### src/rtl/wave_switch_ctrl.sv
// Glitch-free waveform switch: ramps gain to zero, commits the new mode on an
// oscillator period boundary (or after a timeout), then ramps gain back up.
module wave_switch_ctrl #(
    parameter int RAMP_DIV     = 4,
    parameter int RAMP_STEP    = 64,
    parameter int WRAP_TIMEOUT = 1024
) (
    input  logic       MHz10,
    input  logic       rst,
    input  logic       en,
    input  logic [2:0] req_mode,
    input  logic       phase_wrap,
    output logic [2:0] active_mode,
    output logic [7:0] gain,
    output logic       busy
);

    localparam int PW = (RAMP_DIV > 1) ? $clog2(RAMP_DIV) : 1;
    localparam int TW = (WRAP_TIMEOUT > 1) ? $clog2(WRAP_TIMEOUT) : 1;
    localparam logic [PW-1:0] PRESC_LAST   = PW'(RAMP_DIV - 1);
    localparam logic [TW-1:0] TIMEOUT_LAST = TW'(WRAP_TIMEOUT - 1);
    localparam logic [8:0]    STEP         = 9'(RAMP_STEP);
    localparam logic [8:0]    GAIN_MAX     = 9'd255;

    typedef enum logic [1:0] {RUN, RAMP_DOWN, WAIT_WRAP, RAMP_UP} state_t;

    state_t        state_q, state_d;
    logic [2:0]    target_q, target_d;
    logic [PW-1:0] presc_q, presc_d, presc_inc;
    logic [TW-1:0] tcnt_q, tcnt_d;
    logic [2:0]    mode_d;
    logic [7:0]    gain_d;
    logic [8:0]    gain_dn, gain_up;
    logic          legal, changed, tick;

    always_comb begin
        // NOTE: every always_comb output gets a default first so no path infers a latch.
        state_d   = state_q;
        target_d  = target_q;
        presc_d   = presc_q;
        tcnt_d    = tcnt_q;
        mode_d    = active_mode;
        gain_d    = gain;
        legal     = (req_mode != 3'd7);
        changed   = legal && (req_mode != active_mode);
        tick      = (presc_q == PRESC_LAST);
        presc_inc = tick ? '0 : presc_q + PW'(1);
        gain_dn   = {1'b0, gain} - STEP;
        gain_up   = {1'b0, gain} + STEP;

        unique case (state_q)
            RUN: begin
                if (changed) begin
                    target_d = req_mode;
                    state_d  = RAMP_DOWN;
                    presc_d  = '0;
                end
            end
            RAMP_DOWN: begin
                if (legal) target_d = req_mode;
                if (req_mode == active_mode) begin
                    state_d = RAMP_UP;
                    presc_d = '0;
                end else begin
                    presc_d = presc_inc;
                    if (tick) begin
                        // Borrow out of bit 8 means the step overshot zero.
                        if (gain_dn[8] || gain_dn == 9'd0) begin
                            gain_d  = 8'd0;
                            state_d = WAIT_WRAP;
                            tcnt_d  = '0;
                        end else begin
                            gain_d = gain_dn[7:0];
                        end
                    end
                end
            end
            WAIT_WRAP: begin
                gain_d = 8'd0;
                if (legal) target_d = req_mode;
                tcnt_d = tcnt_q + TW'(1);
                if (phase_wrap || tcnt_q == TIMEOUT_LAST) begin
                    mode_d  = legal ? req_mode : target_q;
                    state_d = RAMP_UP;
                    presc_d = '0;
                end
            end
            RAMP_UP: begin
                if (changed) begin
                    target_d = req_mode;
                    state_d  = RAMP_DOWN;
                    presc_d  = '0;
                end else begin
                    presc_d = presc_inc;
                    if (tick) begin
                        if (gain_up >= GAIN_MAX) begin
                            gain_d  = 8'hFF;
                            state_d = RUN;
                        end else begin
                            gain_d = gain_up[7:0];
                        end
                    end
                end
            end
            default: state_d = RUN;
        endcase
    end

    always_ff @(posedge MHz10) begin
        // NOTE: sequential state uses non-blocking assignments so all registers update together.
        if (rst) begin
            state_q     <= RUN;
            target_q    <= 3'd0;
            presc_q     <= '0;
            tcnt_q      <= '0;
            active_mode <= 3'd0;
            gain        <= 8'hFF;
            busy        <= 1'b0;
        end else if (en) begin
            state_q     <= state_d;
            target_q    <= target_d;
            presc_q     <= presc_d;
            tcnt_q      <= tcnt_d;
            active_mode <= mode_d;
            gain        <= gain_d;
            busy        <= (state_d != RUN);
        end
    end

endmodule

### config.mk
export PLATFORM = sky130hd
export DESIGN_NAME = wave_switch_ctrl
export DESIGN_NICKNAME = d
export VERILOG_FILES = /design/src/rtl/wave_switch_ctrl.sv
export SDC_FILE = /design/constraint.sdc
export NUM_CORES = 1
export LEC_CHECK = 0
export BUFFER_PORTS_ARGS = -buffer_cell sky130_fd_sc_hd__buf_2
export CAP_MARGIN = 40
export CORE_UTILIZATION = 57
export CTS_CLUSTER_SIZE = 12
export DETAILED_ROUTE_END_ITERATION = 8
export PLACE_DENSITY = 0.78
export SYNTH_ARGS = -nofsm -noshare
export SYNTH_HDL_FRONTEND = slang
export SYNTH_SLANG_ARGS = --single-unit
### constraint.sdc
create_clock -name MHz10 -period 2.3 [get_ports MHz10]
set_clock_uncertainty 0.2 [all_clocks]
set_input_delay 0.345 -clock MHz10 [delete_from_list [all_inputs] [get_ports MHz10]]
set_output_delay 0.345 -clock MHz10 [all_outputs]
set_load 0.01 [all_outputs]
# After elaboration in Yosys (flattened, before gate mapping)
# Index checks and enable logic that the tools add are counted.
[totals]
ff_bits = 29
latch_bits = 0
ramBits = 0
mem_bits_ro = 0
input_bits = 7
memories = 0
[op_classes]
n_addsub = 4
multipliers = 0
div = 0
order_cmp = 1
eq_ne = 16
n_shift = 0
mux = 29
bitwise = 0
n_reduce_logical = 15
[ops]
columns = ["cell", "count"]
rows = [
  ["8-bit two-way mux", 6],
  ["10-bit two-way mux", 3],
  ["2-bit two-way mux", 13],
  ["8-bit one-hot mux with 3 select lines", 1],
  ["10-bit one-hot mux with 2 select lines", 1],
  ["2-bit one-hot mux with 4 select lines", 2],
  ["2-bit inequality test, second input constant", 7],
  ["10-bit by 1-bit adder with 10-bit output, second input constant", 1],
  ["10-bit equality test, second input constant", 1],
  ["8-bit by 7-bit adder with 9-bit output, second input constant", 1],
  ["9-bit by 8-bit >= comparator with 1-bit output, second input constant", 1],
  ["9-bit logical NOT", 1],
  ["8-bit by 7-bit subtractor with 9-bit output, second input constant", 1],
  ["2-bit equality test, second input constant", 3],
  ["3-bit two-way mux", 2],
  ["3-bit one-hot mux with 2 select lines", 1],
  ["3-bit AND reduction", 2],
  ["6-bit AND reduction", 1],
  ["5-bit AND reduction", 1],
  ["2-bit nonzero test", 2],
  ["2-bit OR reduction", 2],
  ["3-bit equality test", 1],
  ["3-bit inequality test", 1],
  ["3-bit inequality test, second input constant", 1],
  ["8 further kinds", 9],
]

# Depth between registers and ports, before layout
[logic_depth]
depth_word = 8
mapped_depth = 8

# Worst setup path before layout
# No wires, ideal clock.
[synth_timing]
path_type = "input port to flip-flop"
startpoint = "in req_mode[0]"
endpoint = "reg gain[6]"
arrival_ns = 1.755
required_ns = 1.967
path_slack_ns = 0.212
stages = 7
path_cell_list = "buf_2 > xor2_1 > o31ai_1 > a211o_1 > or3_1 > o221ai_1 > o311ai_1"
[synth_via]
elab_chain_len = 4
[synth_lines]
columns = ["element", "line", "text"]
rows = [
  ["start: declaration", "11", "input logic [2:0] req_mode,"],
  ["3-bit inequality test, on equally long branches", "44, 45", ""],
  ["1-bit logical AND", "45", "changed = legal && (req_mode != active_mode);"],
  ["2-bit inequality test (no line)", "-", ""],
  ["6-bit AND reduction (no line) (*)", "-", ""],
  ["end signal: assignment", "125", "gain <= gain_d;"],
  ["end: declaration", "14", "output logic [7:0] gain,"],
]
# Mark *: on every way between the ends. The rest lies on a longest branch, timed or not.
# A chain may end at the register's enable or synchronous reset.

# Worst setup path after layout
[layout_timing]
startpoint = "reg tcnt_q[4]"
endpoint = "reg presc_q[0]"
[layout_via]
elab_chain_len = 4
[layout_lines]
columns = ["element", "line", "text"]
rows = [
  ["start: declaration", "30", "logic [TW-1:0] tcnt_q, tcnt_d;"],
  ["start signal: assignment", "123", "tcnt_q <= tcnt_d;"],
  ["10-bit equality test", "82", "if (phase_wrap || tcnt_q == TIMEOUT_LAST) begin"],
  ["1-bit logical OR", "82", ""],
  ["2-bit inequality test (no line)", "-", ""],
  ["3-bit AND reduction (no line)", "-", ""],
  ["end signal: assignment", "122", "presc_q <= presc_d;"],
  ["end: declaration", "29", "logic [PW-1:0] presc_q, presc_d, presc_inc;"],
]
# No other way between the ends.

==> impl_metrics.ini <==
[outcome]
status = complete, no violations

[route]
routedWlPerCell_um = 16.0
routed_wl_um = 3780
first_pass_iters = 4
post-route-drc-count = 0
vias = 1531
routed_via_density = 6.46
drt-initial-drc-count = 38
ant_nets = 0

[yosys]
yosysTopAreaCell = dfxtp_1
synth_cells = 189
synth_area_leaders = dfxtp_1, ha_1, xor2_1, a21oi_1, o211ai_1
ys_ff_latch = 24
synth_ff_type = dfxtp_1
ys_types = 51
seq_area_frac_synth = 0.298
synth_nets = 207
synth-simple-area-share = 0.189
yosysWarnings = 0
synth_edf_count = 0
synthArstFlopShare = 0
synth_top_family_by_area = compound AO/OA/AOI/OAI gates
synthAdderAreaFrac = 0.0854
yosys-top-cells-count = dfxtp_1, nor2_1, a21oi_1
synthMuxAreaShare = 0.0124
netlist.area_leader.share = 0.298
yosys.cell_count.top_type = dfxtp_1
synth_compound_area_frac = 0.276
syn_avg_cell_area_um2 = 8.53
synth_xor_area_frac = 0.0699
netlist_area_um2 = 1610

[floorplanning]
start_util = 0.628
dieArea_um2 = 3040
core_um2 = 2570
dieHeight_um = 55.2
std_cell_rows = 18
pin_count = 19
die_w_um = 55.2

[placement]
io_buffers = 18
dpl_cell_area_um2 = 1720
dpl.hpwl_um = 2630
gp_congestion = 0.897

[global_routing]
grt_pass1_wl_um = 5710
grt_remaining_overflow = 0
grtUsageTotal = 0.260
gr-usage-met2 = 0.442
use_met1 = 0.338
antenna_found_initial = 0
grt_max_degree = 16
grt_pass1_vias = 1294
met3_usage = 0.0273
grt_busiest_layer = met2

[cts]
clk_latency_ns = 0.31
numCtsBuffers = 3
htree_levels = 1
cts.sinks = 24
tritoncts = built
cts_root_buffer = clkbuf_4
clockBufferDepth = 2
path_clk_slew_ns = 0.13
cts_hold_buf = 0

[hold_path]
worstHoldPathType = in -> reg

[pwr]
vdd_ir_drop_max_mv = 0.450
power.density_nw_per_um2 = 466
p_leak_nw = 0.699
totalPowerFinal_mw = 0.834

[finish]
drive_gt1_frac = 0.222
antenna_cells = 0
final_area_um2 = 1790
synthToLayoutAreaGrowth_pct = 11.2
fin_nets = 227

[sta]
setup_violations = 0
finalCritPeriodShare = 0.965
max_freq_mhz = 450
drv_slew = 0
finalHoldViolations = 0
tightest_slew_ns = 0.469
final.min_clock_period_ns = 2.22
max_slew_margin = 0.686
holdWs_ns = 0.155
rsz0062_at_grt = true

[setup_path]
crit_path_start_kind = flip-flop
cp_max_fo = 4
worstPathRequired_ns = 2.33
worstPathArrival_ns = 2.25
critPathCaptureType = flip-flop
critPathKind = reg -> reg

[run]
cap_violations = 0
layout by cell type (no fill, tap or decap), types with 3 or more instances in the layout:
master / netlist / final
o211ai_1: 7 / 7
o21ai_0: 8 / 8
and3_1: 3 / 3
dfxtp_2: 0 / 3
inv_1: 10 / 10
a21oi_1: 12 / 12
xor2_2: 1 / 3
clkbuf_4: 0 / 3
nor3_1: 4 / 4
ha_1: 11 / 9
and2_1: 4 / 4
o31ai_1: 5 / 4
xor2_1: 11 / 9
nor2_1: 13 / 13
nand4_1: 5 / 5
nand3_1: 7 / 7
buf_4: 6 / 6
dfxtp_1: 24 / 20
buf_2: 1 / 19
nand3b_1: 3 / 3
nand2_1: 7 / 7
power by group:
part	internal, mW	switching [mW]
clock network	0.0613	0.121
registers	0.432	0.0154
logic	0.0804	0.124
stage by stage:
stage,worst slack (ns),setup TNS [ns],util,std cells
after global routing,-0.0112,-0.0112,0.698,237
after floorplan,0.212,0,-,189
after detailed placement,0.0306,0,0.669,232
final,0.0798,0,0.698,237
after global placement,0.0276,0,0.667,231
after CTS,0.0122,0,0.677,235
worst paths after layout:
kind | from | endpoint | slack, ns | depth (start not counted)
worst max register to register | tcnt_q[4] | presc_q[0] | 0.08 | 6
worst min register to register | target_q[0] | target_q[0] | 0.28 | 2
worst max-delay path | tcnt_q[4] | presc_q[0] | 0.08 | 6
worst min-delay path | rst | active_mode[2] | 0.16 | 2
flip-flops by register name (all words and copies together), names as in the netlist:
name	cells
active_mode	3
busy	1
gain	3
presc_q	2
state_q	2
target_q	3
tcnt_q	10
critical path: stages (launching register included):
cell and delay, ns:
dfxtp_1 0.42, and4_1 0.25, and3_1 0.23, a31oi_1 0.14, a21o_1 0.24, or4_1 0.41
o31ai_1 0.24
timing repair:
item | CTS | global route
resized for setup | 0 | 11
setup endpoints to repair | 0 | 11
setup buffers | 0 | 1
logic make-up after synthesis:
| group | after synthesis |
|---|---|
| buffers and inverters | 23 |
| AND/OR/NAND/NOR | 57 |
| AO/OA/AOI/OAI | 60 |
| XOR/XNOR | 12 |
| adder cells (fa/ha/maj) | 11 |
| flip-flops | 24 |
| multiplexers | 2 |
layer usage:
layer | vias to the layer above | wire, um
li1 | 738 | -
met1 | 719 | 1660
met3 | 9 | 238
met5 | - | 0
met2 | 65 | 1830
met4 | 0 | 55
final cells by class:
type,count,area [um^2]
clock buffer,3,22.5
fill,221,776
inverter,12,45.0
multi-input combinational,143,1060
sequential,24,488
tap,30,37.5
timing repair buffer,25,140
Power figures use the tool's default switching activity.
